--- src/rtl/mmu_scheduler.sv ---
// mmu_scheduler: shares one 2x2 systolic multiply unit between two requesters.
// Requesters are picked round-robin. Each job holds the array in reset for one
// LOAD cycle, then runs it until done or until the timeout counter expires. The
// tagged result is then offered on a single response handshake.
module mmu_scheduler #(
  parameter int TIMEOUT = 15,
  parameter int CNT_W   = 4
) (
  input  logic        clk,
  input  logic        rst,
  input  logic        req0_valid,
  output logic        req0_ready,
  input  logic [31:0] req0_a,
  input  logic [31:0] req0_b,
  input  logic        req1_valid,
  output logic        req1_ready,
  input  logic [31:0] req1_a,
  input  logic [31:0] req1_b,
  output logic        rsp_valid,
  input  logic        rsp_ready,
  output logic        rsp_id,
  output logic [31:0] rsp_c,
  output logic        rsp_err,
  output logic        mmu_rst,
  output logic [31:0] mmu_a,
  output logic [31:0] mmu_b,
  input  logic [31:0] mmu_c,
  input  logic        mmu_done,
  output logic        busy
);

  // Reject parameter sets where the counter cannot reach TIMEOUT-1.
  if (TIMEOUT < 1 || TIMEOUT >= (2 ** CNT_W)) begin : g_bad_timeout
    $error("mmu_scheduler: TIMEOUT must be >= 1 and < 2**CNT_W");
  end

  typedef enum logic [1:0] {
    IDLE = 2'd0,
    LOAD = 2'd1,
    RUN  = 2'd2,
    RESP = 2'd3
  } state_t;

  localparam logic [CNT_W-1:0] CNT_LAST = CNT_W'(TIMEOUT - 1);

  state_t           state_reg;
  logic             last_grant_reg;
  logic [CNT_W-1:0] cnt_reg;

  logic [1:0] req_valid;
  logic [1:0] req_ready;
  logic       grant_any;
  logic       grant_id;

  assign req_valid = {req1_valid, req0_valid};

  // Single requester wins outright; on a tie the one not served last wins.
  always_comb begin
    grant_any = |req_valid;
    grant_id  = (&req_valid) ? ~last_grant_reg : req_valid[1];
  end

  for (genvar gi = 0; gi < 2; gi++) begin : g_ready
    assign req_ready[gi] = (state_reg == IDLE) && grant_any && (grant_id == (gi == 1));
  end

  assign req0_ready = req_ready[0];
  assign req1_ready = req_ready[1];

  // Job sequencer: accept, hold array in reset one cycle, run, then respond.
  // mmu_rst, rsp_valid and busy are kept as flops next to the state so they
  // leave the block glitch-free.
  always_ff @(posedge clk) begin
    if (rst) begin
      state_reg      <= IDLE;
      last_grant_reg <= 1'b1;
      cnt_reg        <= '0;
      mmu_a          <= '0;
      mmu_b          <= '0;
      rsp_c          <= '0;
      rsp_id         <= 1'b0;
      rsp_err        <= 1'b0;
      mmu_rst        <= 1'b1;
      rsp_valid      <= 1'b0;
      busy           <= 1'b0;
    end else begin
      case (state_reg)
        IDLE: begin
          if (grant_any) begin
            mmu_a          <= grant_id ? req1_a : req0_a;
            mmu_b          <= grant_id ? req1_b : req0_b;
            rsp_id         <= grant_id;
            last_grant_reg <= grant_id;
            busy           <= 1'b1;
            state_reg      <= LOAD;
          end
        end
        LOAD: begin
          cnt_reg   <= '0;
          mmu_rst   <= 1'b0;
          state_reg <= RUN;
        end
        RUN: begin
          if (mmu_done) begin
            rsp_c     <= mmu_c;
            rsp_err   <= 1'b0;
            mmu_rst   <= 1'b1;
            rsp_valid <= 1'b1;
            state_reg <= RESP;
          end else if (cnt_reg == CNT_LAST) begin
            rsp_c     <= '0;
            rsp_err   <= 1'b1;
            mmu_rst   <= 1'b1;
            rsp_valid <= 1'b1;
            state_reg <= RESP;
          end else begin
            cnt_reg <= cnt_reg + CNT_W'(1);
          end
        end
        RESP: begin
          if (rsp_ready) begin
            rsp_valid <= 1'b0;
            busy      <= 1'b0;
            state_reg <= IDLE;
          end
        end
        default: begin
          mmu_rst   <= 1'b1;
          rsp_valid <= 1'b0;
          busy      <= 1'b0;
          state_reg <= IDLE;
        end
      endcase
    end
  end

endmodule

--- config.mk ---
export PLATFORM = sky130hd
export DESIGN_NAME = mmu_scheduler
export DESIGN_NICKNAME = d
export VERILOG_FILES = /design/src/rtl/mmu_scheduler.sv
export SDC_FILE = /design/constraint.sdc
export NUM_CORES = 1
export LEC_CHECK = 0
export CORE_MARGIN = 4
export CORE_UTILIZATION = 30
export CTS_CLUSTER_SIZE = 28
export DETAILED_ROUTE_END_ITERATION = 12
export GPL_ROUTABILITY_DRIVEN = 0
export GPL_TIMING_DRIVEN = 0
export PLACE_DENSITY = 0.76
export SETUP_SLACK_MARGIN = 0.3
export SLEW_MARGIN = 25
export SYNTH_ARGS = -nofsm -noshare
export SYNTH_HDL_FRONTEND = slang
export SYNTH_SLANG_ARGS = --single-unit
--- constraint.sdc ---
create_clock -name clk -period 3.42 [get_ports clk]
set_clock_uncertainty 0.1 [all_clocks]
set_input_delay 0.684 -clock clk [delete_from_list [all_inputs] [get_ports clk]]
set_output_delay 0.684 -clock clk [all_outputs]
set_load 0.005 [all_outputs]
==> metrics, run 1 <==
max_cap viols=0; synth warn=0; GRT Total Usage=0.1886; dpl hpwl=12160 um; clk root buf=clkbuf_16; vias in the first global route=4713; Reg2Reg Setup Slack=1.43 ns; worst path bufs/invs=3; IO Port Bufs=around 270; CTS clk-pin slew, worst paths=about 0.07 ns; P per Cell Area=about 550 mW/mm^2; Syn Std Cell Area=0.004293 sq mm; Final Hold Vio Count=0; Static Leak=0.002605 uW; CTS buffer count=9; Antenna Nets Post-Route=0; worst-margin pin slew=0.4912 ns; Distinct cells, synth=40; drt wl/cell=18.69 um; Power, Total=4138 uW; most common cell after layout, fill and taps aside=clkdlybuf4s50_1; Remaining Overflow, GRT=0; largest net degree at the start of global routing=17; Rows=43; ANT cells=0; post_cts resized=3; Vias/cell=5.230; CTS tree=done; Worst Setup SP=req0_valid; Tcrit/Tclk final=0.8821; switching fraction of total power=0.3064; P_sw=roughly 1300 uW; Bufs on Longest Clock Path=2; Worst path max stage delay=approximately 0.54 ns; setup bufs post-CTS=0; core box area=around 0.014 sq mm; Die Span X=127.6 um; antenna violations before repair=1; combinational share of power=0.369; worst hold path type=reg -> reg; first-pass GRT wire length=around 25000 um; area grow syn2layout=73.94%; Setup crit end kind=primary output; share of cells above drive strength 1=0.06907; RSZ-0062 raised after global routing=no; Top Registers=mmu_a: 32 flops, mmu_b: 32 flops, rsp_c: 32 flops; post-layout util=0.5359; Final Worst Setup Slack=0.4033 ns; outcome=finished clean; Ports=~270; critical path peak fanout=10; FF-to-FF Start=state_reg[0]; sequential fraction of the synthesis area=0.5036; drc violations=0; Setup crit start kind=input pin; CP max stage cell=clkdlybuf4s50_1; Seq pwr share=0.401; post-layout min period=around 3.0 ns; Die H=127.6 um; Nets=834; commonest cells after routing, fill and taps aside=267 x clkdlybuf4s50_1, 108 x dfxtp_1, 62 x a32oi_1, 62 x o2bb2ai_1, 32 x a22o_1; starting density of the core=0.3081; crit-path cells=clkdlybuf4s50_1 -> buf_4 -> nand2_2 -> nor2b_1 -> clkdlybuf4s50_1; critical path type=in -> out; initial DRC count=101; Routed WL=15810 um; Slew Limit Fails=0; Hold Buf Count CTS=0; Syn Nets=555; critical path's top delay family=buffers and inverters; H-tree Lvls=3; Syn Inst Count=383; WP data arrival=2.23 ns; Slew HR=0.6706; peak supply drop=0.2231 mV; worst slack at placement=about 0.12 ns; clock share of power=0.229; total die area=0.01629 sq mm; Yosys reg bits=~110; FMAX=331.5 MHz; Internal Power=2870 uW; Setup TNS=0 ns; clock sink count=108; Req. time, crit path=2.64 ns; Final setup viols=0; vias=4425; worst skew pair latency=about 0.34 ns; syn avg cell area=11.21 sq um; worst hold path startpoint=rsp_id; crit-path most repeated cell=clkdlybuf4s50_1; TritonRoute pass-1 iters=4
-- power groups by stage --
stage	combinational, uW	clock (uW)	sequential, uW
CTS	1550	978	1660
detailed placement	1540	0	1690
global placement	1500	0	1670
floorplan	615	0	1690
global route	1670	1030	1690
finish	1530	950	1660
-- Yosys cell counts, drive strengths merged --
cell | count | share of area
a22o | 32 | 0.065
clkbuf | 16 | 0.014
a32oi | 62 | 0.13
nor4bb | 1 | 0.0023
mux2i | 1 | 0.0023
a211oi | 2 | 0.0047
nand2 | 9 | 0.0079
o21a | 1 | 0.0017
nor2b | 3 | 0.0044
nand3 | 4 | 0.0047
o21ai | 2 | 0.0023
nor2 | 3 | 0.0038
and4bb | 1 | 0.0029
or4 | 1 | 0.0017
o21bai | 1 | 0.0017
buf | 26 | 0.038
a221o | 2 | 0.0047
inv | 7 | 0.0061
or3 | 2 | 0.0029
nand2b | 8 | 0.012
dfxtp | 108 | 0.50
a41oi | 1 | 0.0020
ha | 6 | 0.017
nor4 | 1 | 0.0015
nand4b | 2 | 0.0041
a21boi | 1 | 0.0026
o2bb2ai | 62 | 0.13
nor3b | 2 | 0.0035
a31o | 1 | 0.0020
o311ai | 1 | 0.0020
a21oi | 6 | 0.0096
a211o | 3 | 0.0061
a31oi | 5 | 0.0087
-- per-stage QoR --
step | hold WS (ns) | std cells | area (sq um)
detailed placement | 0.3454 | 831 | 7201
CTS | 0.3673 | 846 | 7465
global route | 0.3846 | 846 | 7467
finish | 0.3611 | 846 | 7467
floorplan | 0.3527 | 383 | 4293
global placement | 0.3450 | 831 | 7201
-- routing by layer --
layer  GRT usage  part of all wire  wire length, um
met4     0.08302             0.026              407
met2      0.3146              0.47             7437
met1      0.2194              0.40             6399
met3     0.06480             0.099             1561
met5           0           0.00051                8
-- kinds of logic after synthesis --
kind of cell / count (synthesis) / synth area share
muxes: 1 / 0.002332
adders and majority gates: 6 / 0.01749
buffers and inverters: 49 / 0.05858
AOI/OAI and AO/OA: 182 / 0.3667
DFF: 108 / 0.5036
and+or+nand+nor: 37 / 0.05130
-- worst min-delay path, delay by kind of cell (launching register included) --
family | cells | cell delay, ns
DFF | 1 | 0.31
and+or+nand+nor | 1 | 0.05
AOI/OAI and AO/OA | 1 | 0.05
-- final timing paths --
check / to / depth (start not counted)
setup reg to reg: mmu_b[0] / 6
hold reg to reg: rsp_id / 2
setup / recovery: req0_ready / 5
hold / removal: rsp_id / 2
-- cell type report --
type | count | area, sq um
buffer | 42 | 231.5
tap | 180 | 225.2
multi-input combinational | 226 | 1882
fill | 1209 | 6467
sequential | 108 | 2162
clock inverter | 4 | 26.28
clock buffer | 11 | 232.7
inverter | 7 | 26.28
timing repair buffer | 268 | 2681
(Power assumes the default switching activity.)
==> run 2, diff against run 1 <==
--- a/config.mk
+++ b/config.mk
@@ -17,3 +17,4 @@
 export SYNTH_ARGS = -nofsm -noshare
 export SYNTH_HDL_FRONTEND = slang
 export SYNTH_SLANG_ARGS = --single-unit
+export TNS_END_PERCENT = 5
==> results of run 2 <==
No change in the layout: final DEF, timing and power equal those of run 1.
==> run 3, diff against run 2 <==
--- a/config.mk
+++ b/config.mk
@@ -6,12 +6,12 @@
 export NUM_CORES = 1
 export LEC_CHECK = 0
 export CORE_MARGIN = 4
-export CORE_UTILIZATION = 30
+export CORE_UTILIZATION = 40
 export CTS_CLUSTER_SIZE = 28
 export DETAILED_ROUTE_END_ITERATION = 12
 export GPL_ROUTABILITY_DRIVEN = 0
 export GPL_TIMING_DRIVEN = 0
-export PLACE_DENSITY = 0.76
+export PLACE_DENSITY = 0.86
 export SETUP_SLACK_MARGIN = 0.3
 export SLEW_MARGIN = 25
 export SYNTH_ARGS = -nofsm -noshare
==> metrics, run 3 (same netlist as run 1, synthesis figures left out) <==
FMAX=329.0 MHz; worst hold path type=reg -> reg; outcome=finished clean; Routed WL=15890 um; worst skew pair latency=between 0.3 and 0.4 ns; Die H=~110 um; combinational share of power=0.385; Final Hold Vio Count=0; Hold Buf Count CTS=0; post-layout min period=3.040 ns; P_sw=1262 uW; Nets=835; total die area=0.01245 sq mm; Setup TNS=0 ns; IO Port Bufs=268; Die Span X=111.6 um; CP max stage cell=clkdlybuf4s50_1; Final Worst Setup Slack=0.3800 ns; P per Cell Area=543.6 mW/mm^2; crit-path most repeated cell=clkdlybuf4s50_1; commonest cells after routing, fill and taps aside=267 x clkdlybuf4s50_1, 108 x dfxtp_1, 62 x a32oi_1, 62 x o2bb2ai_1, 32 x a22o_1; CTS tree=done; design area=between 0.007 and 0.008 sq mm; Internal Power=2744 uW; Slew Limit Fails=0; peak supply drop=0.2953 mV; largest net degree at the start of global routing=18; most common cell after layout, fill and taps aside=clkdlybuf4s50_1; drc violations=0; ANT cells=0; Worst Setup SP=req0_valid; worst slack at placement=0.1683 ns; CTS clk-pin slew, worst paths=0.09 ns; initial DRC count=between 200 and 300; starting density of the core=0.4140; WHS=0.3695 ns; Final setup viols=0; worst hold path startpoint=mmu_a[28]; WP data arrival=2.26 ns; fillcell total=765; Seq pwr share=0.417; register area=0.002162 sq mm; TritonRoute pass-1 iters=4; switching fraction of total power=0.3150; vias=4498; Top Registers=mmu_a: 32 flops, mmu_b: 32 flops, rsp_c: 32 flops; GRT Total Usage=0.2448; drt wl/cell=19.76 um; core box area=0.01037 sq mm; clock share of power=0.198; post-layout util=0.7107; Req. time, crit path=2.64 ns; Vias/cell=5.595; worst-margin pin slew=0.4854 ns; CTS buffer count=9; Slew HR=0.6764; RSZ-0062 raised after global routing=no; max_cap viols=0; Remaining Overflow, GRT=0; clk root buf=clkbuf_8; FF-to-FF Start=state_reg[0]; first-pass GRT wire length=24940 um; multi-input gate area in the final layout=roughly 0.0019 sq mm; critical path type=in -> out; Rows=37; Static Leak=0.002593 uW; Bufs on Longest Clock Path=2; H-tree Lvls=3; clock sink count=108; dpl cell area=0.007146 sq mm; Setup crit end kind=primary output; critical path peak fanout=10; Tcrit/Tclk final=0.8889; antenna violations before repair=0; share of cells above drive strength 1=0.07335; Ports=269; Setup crit start kind=input pin; dpl hpwl=12370 um; vias in the first global route=around 4800; area grow syn2layout=71.67%; Worst path max stage delay=0.55 ns; crit-path cells=clkdlybuf4s50_1 -> buf_4 -> nand2_2 -> nor2b_1 -> clkdlybuf4s50_1; Antenna Nets Post-Route=0
==> run 3: final timing paths <==
check	depth (start not counted)	slack [ns]	end
hold reg to reg	1	0.37	mmu_a[28]
setup reg to reg	6	1.45	mmu_b[7]
hold / removal	1	0.37	mmu_a[28]
setup / recovery	5	0.38	req0_ready
==> run 3: layout make-up <==
| cell class | count | area share |
|---|---|---|
| Timing Repair Buffer | 269 | 0.3654 |
| Sequential cell | 108 | 0.2934 |
| Multi-Input combinational cell | 226 | 0.2553 |
| Buffer | 42 | 0.03192 |
| Tap cell | 136 | 0.02309 |
| Clock buffer | 11 | 0.01919 |
| Clock inverter | 5 | 0.008149 |
| Inverter | 7 | 0.003565 |
==> run 3: worst max-delay path: cells and delay by family <==
kind                   cells  cell delay [ns]
buffers and inverters      3             1.32
and+or+nand+nor            2             0.24
==> run 3: layer usage <==
metal,vias to the layer above,GRT usage,part of all wire
li1,2120,-,-
met1,2129,0.2700,0.39
met2,220,0.4310,0.49
met3,29,0.09891,0.098
met4,0,0.07705,0.021
met5,-,0,0
==> run 3: what timing repair did <==
action                     4_1_cts  5_1_grt
cloned                           0        0
setup endpoints to repair        1        1
pin swaps                        0        0
setup buffers                    0        1
gates resized for setup          3        2
==> run 3: through the flow <==
step	std cells	total power, uW
floorplan	383	2308
global placement	787	3172
detailed placement	787	3225
CTS	803	4025
global route	804	4227
finish	804	4006
==> run 3: power by group through the flow <==
stage	clock network (uW)	registers, uW	logic [uW]
after CTS	809	1670	1550
after global placement	0	1680	1500
after floorplan	0	1690	615
after detailed placement	0	1690	1530
final	795	1670	1540
after global routing	869	1700	1660
